===== src/rtl/mmio_timer_resp.sv =====
// Memory-mapped 64-bit prescaled machine timer with compare IRQ and a TOHOST halt latch.
// Latency: reads are combinational; writes land at the next clk edge; irq_timer is one edge after compare.
// Backpressure: none; every selected access completes in the cycle it is presented.
module mmio_timer_resp #(
    parameter int unsigned PRESC_W   = 8,
    parameter logic [63:0] CMP_RST   = 64'hFFFF_FFFF_FFFF_FFFF,
    parameter bit          HALT_ONCE = 1'b1
) (
    input  logic        clk,
    input  logic        rst,
    input  logic        sel,
    input  logic        mem_we,
    input  logic [2:0]  mem_type,
    input  logic [31:0] addr,
    input  logic [31:0] wdata,
    output logic [31:0] rdata,
    output logic        irq_timer,
    output logic        halt_req,
    output logic [31:0] halt_code
);

    typedef struct packed {
        logic [PRESC_W-1:0] presc;
        logic               irq_en;
        logic               en;
    } ctrl_t;

    localparam logic [2:0] REG_MTIME_LO = 3'd0;
    localparam logic [2:0] REG_MTIME_HI = 3'd1;
    localparam logic [2:0] REG_CMP_LO   = 3'd2;
    localparam logic [2:0] REG_CMP_HI   = 3'd3;
    localparam logic [2:0] REG_CTRL     = 3'd4;
    localparam logic [2:0] REG_STATUS   = 3'd5;
    localparam logic [2:0] REG_TOHOST   = 3'd6;

    logic [63:0]        mtime;
    logic [63:0]        mtimecmp;
    ctrl_t              ctrl;
    logic               pending;
    logic [31:0]        tohost;
    logic [PRESC_W-1:0] presc_cnt;

    logic [1:0]  lane;
    logic [2:0]  idx;
    logic        size_b, size_h, size_w;
    logic        type_ok, misalign, acc_ok, wr;
    logic [3:0]  be;
    logic [31:0] be_bits, wshift, cur_word, merged, shifted, ext, ctrl_word;
    logic        tick, cmp_hit, clr, pending_nxt, halt_take;
    logic        addr_unused;

    assign addr_unused = ^addr[31:5];

    // Access decode: size, alignment, and which lanes a store touches.
    always_comb begin
        lane     = addr[1:0];
        idx      = addr[4:2];
        type_ok  = mem_type inside {3'b000, 3'b001, 3'b010, 3'b100, 3'b101};
        size_b   = (mem_type[1:0] == 2'b00);
        size_h   = (mem_type[1:0] == 2'b01);
        size_w   = (mem_type[1:0] == 2'b10);
        misalign = (size_h && lane[0]) || (size_w && (lane != 2'b00));
        acc_ok   = sel && type_ok && !misalign;
        wr       = acc_ok && mem_we && !mem_type[2];

        if (size_w)      be = 4'hF;
        else if (size_h) be = lane[1] ? 4'b1100 : 4'b0011;
        else             be = 4'b0001 << lane;
        be_bits = {{8{be[3]}}, {8{be[2]}}, {8{be[1]}}, {8{be[0]}}};
        wshift  = wdata << {lane, 3'b000};
    end

    always_comb begin
        ctrl_word                 = '0;
        ctrl_word[0]              = ctrl.en;
        ctrl_word[1]              = ctrl.irq_en;
        ctrl_word[8 +: PRESC_W]   = ctrl.presc;

        case (idx)
            REG_MTIME_LO: cur_word = mtime[31:0];
            REG_MTIME_HI: cur_word = mtime[63:32];
            REG_CMP_LO:   cur_word = mtimecmp[31:0];
            REG_CMP_HI:   cur_word = mtimecmp[63:32];
            REG_CTRL:     cur_word = ctrl_word;
            REG_STATUS:   cur_word = {31'h0, pending};
            REG_TOHOST:   cur_word = tohost;
            default:      cur_word = 32'h0;
        endcase

        merged  = (cur_word & ~be_bits) | (wshift & be_bits);
        shifted = cur_word >> {lane, 3'b000};

        if (size_b)
            ext = mem_type[2] ? {24'h0, shifted[7:0]} : {{24{shifted[7]}}, shifted[7:0]};
        else if (size_h)
            ext = mem_type[2] ? {16'h0, shifted[15:0]} : {{16{shifted[15]}}, shifted[15:0]};
        else
            ext = shifted;

        rdata = (rst || !acc_ok) ? 32'h0 : ext;
    end

    // A counter above presc (after presc is lowered) wraps immediately rather than running to overflow.
    always_comb begin
        tick        = ctrl.en && (presc_cnt >= ctrl.presc);
        cmp_hit     = ctrl.en && (mtime >= mtimecmp);
        clr         = wr && (idx == REG_STATUS) && be[0] && wshift[0];
        pending_nxt = cmp_hit || (pending && !clr);
        halt_take   = wr && (idx == REG_TOHOST) && (merged != 32'h0) && (!halt_req || !HALT_ONCE);
    end

    always_ff @(posedge clk) begin
        if (rst) begin
            mtime     <= 64'h0;
            mtimecmp  <= CMP_RST;
            ctrl      <= '0;
            pending   <= 1'b0;
            tohost    <= 32'h0;
            presc_cnt <= '0;
            irq_timer <= 1'b0;
            halt_req  <= 1'b0;
            halt_code <= 32'h0;
        end else begin
            if (ctrl.en)
                presc_cnt <= tick ? '0 : presc_cnt + PRESC_W'(1);

            // A software write to either half wins over the tick; no carry that cycle.
            if (wr && idx == REG_MTIME_LO)      mtime[31:0]  <= merged;
            else if (wr && idx == REG_MTIME_HI) mtime[63:32] <= merged;
            else if (tick)                      mtime        <= mtime + 64'd1;

            if (wr && idx == REG_CMP_LO) mtimecmp[31:0]  <= merged;
            if (wr && idx == REG_CMP_HI) mtimecmp[63:32] <= merged;

            if (wr && idx == REG_CTRL) begin
                ctrl.en     <= merged[0];
                ctrl.irq_en <= merged[1];
                ctrl.presc  <= merged[8 +: PRESC_W];
            end

            pending   <= pending_nxt;
            irq_timer <= pending_nxt && ctrl.irq_en;

            if (wr && idx == REG_TOHOST) tohost <= merged;
            if (halt_take) begin
                halt_req  <= 1'b1;
                halt_code <= merged;
            end
        end
    end

endmodule


===== config.mk =====
export PLATFORM = sky130hd
export DESIGN_NAME = mmio_timer_resp
export DESIGN_NICKNAME = d
export VERILOG_FILES = /design/src/rtl/mmio_timer_resp.sv
export SDC_FILE = /design/constraint.sdc
export NUM_CORES = 1
export LEC_CHECK = 0
export BUFFER_PORTS_ARGS = -buffer_cell sky130_fd_sc_hd__buf_2
export CORE_MARGIN = 8
export CORE_UTILIZATION = 66
export DETAILED_ROUTE_END_ITERATION = 8
export PLACE_DENSITY = 0.87
export REMOVE_ABC_BUFFERS = 1
export SLEW_MARGIN = 20
export SYNTH_ARGS = -nofsm -noshare
export SYNTH_HDL_FRONTEND = slang
export SYNTH_SLANG_ARGS = --single-unit

===== constraint.sdc =====
create_clock -name clk -period 4.9 [get_ports clk]
set_input_delay 0.245 -clock clk [delete_from_list [all_inputs] [get_ports clk]]
set_output_delay 0.245 -clock clk [all_outputs]
set_load 0.1 [all_outputs]

==> impl_metrics.ini <==
[sta]
setup_violations = 0
relSlewSlack_pct = 25.43
fmax_mhz = 229.2
grt_setup_unrepaired = false
hold_viol = 0
timing.setup.tns_ns = 0
period_needed_ns = 4.363
skew_ns = 0.02746
finalMaxSlewViolations = 0
post-route-period-util_pct = 89.04
worstMarginPinSlew_ns = 1.115

[placement]
place_area_sq_mm = 0.01582
gp_congestion = 1.043
hpwl_mm = 40.97
portBuffers = 109

[min_path]
hold_depth = 2
hold_path_class = input pin to flop
hold_end = mtime[58]$_SDFFE_PP0P_
min_from = rst

[critical_path]
path_class = input pin to primary output
cp.required_ns = 4.66
cp_max_fo = 22
reg2reg_from = mtime[16]$_SDFFE_PP0P_
path_cells = buf_2, nor2b_2, buf_4, a22oi_1, o22a_1, mux4_2, o21ai_0, nand2b_1, o21bai_1, buf_4, a21oi_1, buf_12
critical-path-max-stage-delay_ns = 0.63
arrival_ns = 4.12
r2r_slack_ns = 1.25
slowest_stage = buf_2
cpMostUsedCell = buf_4
rr_worst_depth = 8
end_kind = primary output
r2r-end = mtime[60]$_SDFFE_PP0P_
cp-start-kind = input pin

[power]
ir_drop_v = 0.0002897
p_leak_uw = 0.007124
p_per_area_mw_per_mm2 = 255.2
power_uw = 4241

[clock_tree]
cts_max_path_buffers = 3
htree_levels = 1
insertion_delay_ns = 0.55
path_clk_slew_ns = 0.06
cts_hold_buffers = 0
cts_resized = 0
cts_num_sinks = 213
tritoncts = built
cts_buffers = 24
cts-root-buf = clkbuf_16
post_cts_buffers = 0

[layout]
syn_to_final_growth_pct = 12.71
num-fill-cells = 1611
nNetsFinal = 2105
num_antenna_cells = 0
multi_input_area_sq_mm = 0.009549
seqCellArea_sq_mm = 0.004264
final_area_sq_mm = 0.01662
drive_gt1_share_pct = 15.67
fin_util_pct = 75.91

[yosys]
ys_warn_count = 0
async_flop_share_pct = 0
ys.flop_type = dfxtp_1
synth.distinct_cells = 75
synth-seq-cells = 213
yosysSeqAreaShare_pct = 28.92
synth-edff-count = 0
syn_avg_cell_area_sq_um = 7.727
syn_area_sq_mm = 0.01474
syn_inst = 1908

[drt]
vias = 16220
drc = 0
wirelength_met1_mm = 21.88
avgRoutedWirePerCell_microns = 26.16
route.met3.wl_mm = 9.408
totalWireLength_mm = 59.08
final_antenna_net_count = 0
via_per_inst = 7.182
drt_iter0_drc = 2891
wl_met2_mm = 23.49
dr.pass1.iters = 8
top_layer_used = met5

[global_routing]
grt_pass1_wl_mm = 88.51
grt_pass1_vias = 14930
grt_antenna_before_repair = 0
grt_max_degree = 176
grt_usage_pct = 42.13
globalRouteOverflowTotal = 0

[die]
rows = 54
fp.dieArea_sq_mm = 0.02738
fp.dieH_microns = 165.5
io_pins = 137
die_w_microns = 165.5
core_area_sq_mm = 0.02189
start_util_pct = 67.35

[outcome]
status = finished, final reports clean

[flow_run]
maxCapViolCount = 0
## worst max path at each step
stage,from,end,slack [ns],cells after the start
2_1_floorplan,addr[3],halt_code[29]$_SDFFE_PP0P_,0.21,8
3_3_place_gp,addr[3],halt_code[4]$_SDFFE_PP0P_,0.92,11
3_5_place_dp,addr[3],rdata[30],0.81,12
4_1_cts,mtime[23]$_SDFFE_PP0P_,rdata[30],0.69,10
5_1_grt,mtime[23]$_SDFFE_PP0P_,rdata[30],0.50,10
6_report,addr[3],rdata[30],0.54,12
## placed cells by master (no fill, tap or decap), drive strengths merged, types with 20 or more instances in the layout
cell type / count
buf: 175
mux2i: 48
a21o: 29
a211oi: 71
and3: 20
a22oi: 39
clkbuf: 35
mux2: 67
nor2: 259
nand3: 56
nor2b: 59
a211o: 66
nor3: 60
o21ai: 125
a21oi: 146
nand2: 121
inv: 88
ha: 74
dfxtp: 213
nand4: 36
## kinds of logic after synthesis
family	share of synthesized area, %
and+or+nand+nor	22.01
AOI/OAI and AO/OA	25.62
buffers and inverters	6.645
DFF	28.92
muxes	10.11
adders and majority gates	6.280
xor gates and xnor gates	0.4159
## report_power, final
group	switching [uW]	leakage, uW	internal, uW
clock	776	0.000387	1040
sequential	17.7	0.00172	1740
combinational	473	0.00502	196
## layout make-up
class,count,share of cell area (%)
Clock buffer,34,4.141
Clock inverter,10,0.5798
Inverter,89,2.010
Multi-Input combinational cell,1456,57.47
Sequential cell,213,25.66
Tap cell,280,2.108
Timing Repair Buffer,176,8.034
## synthesized netlist by cell type (7+ instances only)
master	number	area (sq um)
mux2_4	32	480.5
a31oi_1	15	93.84
o21a_1	7	52.55
nand2b_1	9	56.30
a21o_1	29	217.7
a211o_1	66	578.1
nor2b_1	59	369.1
mux2_2	33	371.6
mux2i_1	48	480.5
a211oi_1	69	518.0
buf_2	18	90.09
nand3b_1	8	60.06
a22oi_1	37	277.8
nor4_1	13	81.33
or3_1	11	68.82
nand2_1	121	454.2
inv_1	88	330.3
o22ai_1	13	81.33
buf_1	14	52.55
nor3_1	59	295.3
a21oi_1	146	730.7
o211ai_1	9	67.56
nand3_1	56	280.3
clkbuf_1	108	405.4
o21ai_0	123	615.6
dfxtp_1	213	4264
and3_1	20	125.1
nand4_1	36	225.2
ha_1	74	925.9
nor2_1	258	968.4
a32oi_1	9	78.83
## flip-flops by register name (all words and copies together) (netlist names)
register,cells
mtime,64
presc_cnt,8
ctrl,10
tohost,32
halt_req,1
pending,1
halt_code,32
irq_timer,1
mtimecmp,64
## layer usage
metal / up-vias / GRT usage [%]
li1: 7041 / -
met1: 7442 / 54.91
met2: 1394 / 60.75
met3: 338 / 12.74
met4: 2 / 23.66
met5: - / 2.268
## metrics by stage
| stage | worst slack (ns) | hold WS [ns] | instances |
|---|---|---|---|
| after CTS | 0.6937 | 0.2221 | 2258 |
| after floorplan | 0.2078 | 0.3141 | 1758 |
| after global placement | 0.9195 | 0.4438 | 2214 |
| after detailed placement | 0.8105 | 0.4501 | 2214 |
| after global routing | 0.4954 | 0.2491 | 2258 |
| final | 0.5372 | 0.2278 | 2258 |
## worst max-delay path, delay by kind of cell
kind            cells  cell delay (ns)
mux                 1             0.48
buf+inv             4             1.37
simple gates        2             0.54
compound gates      5             1.44
(Power assumes the default switching activity.)
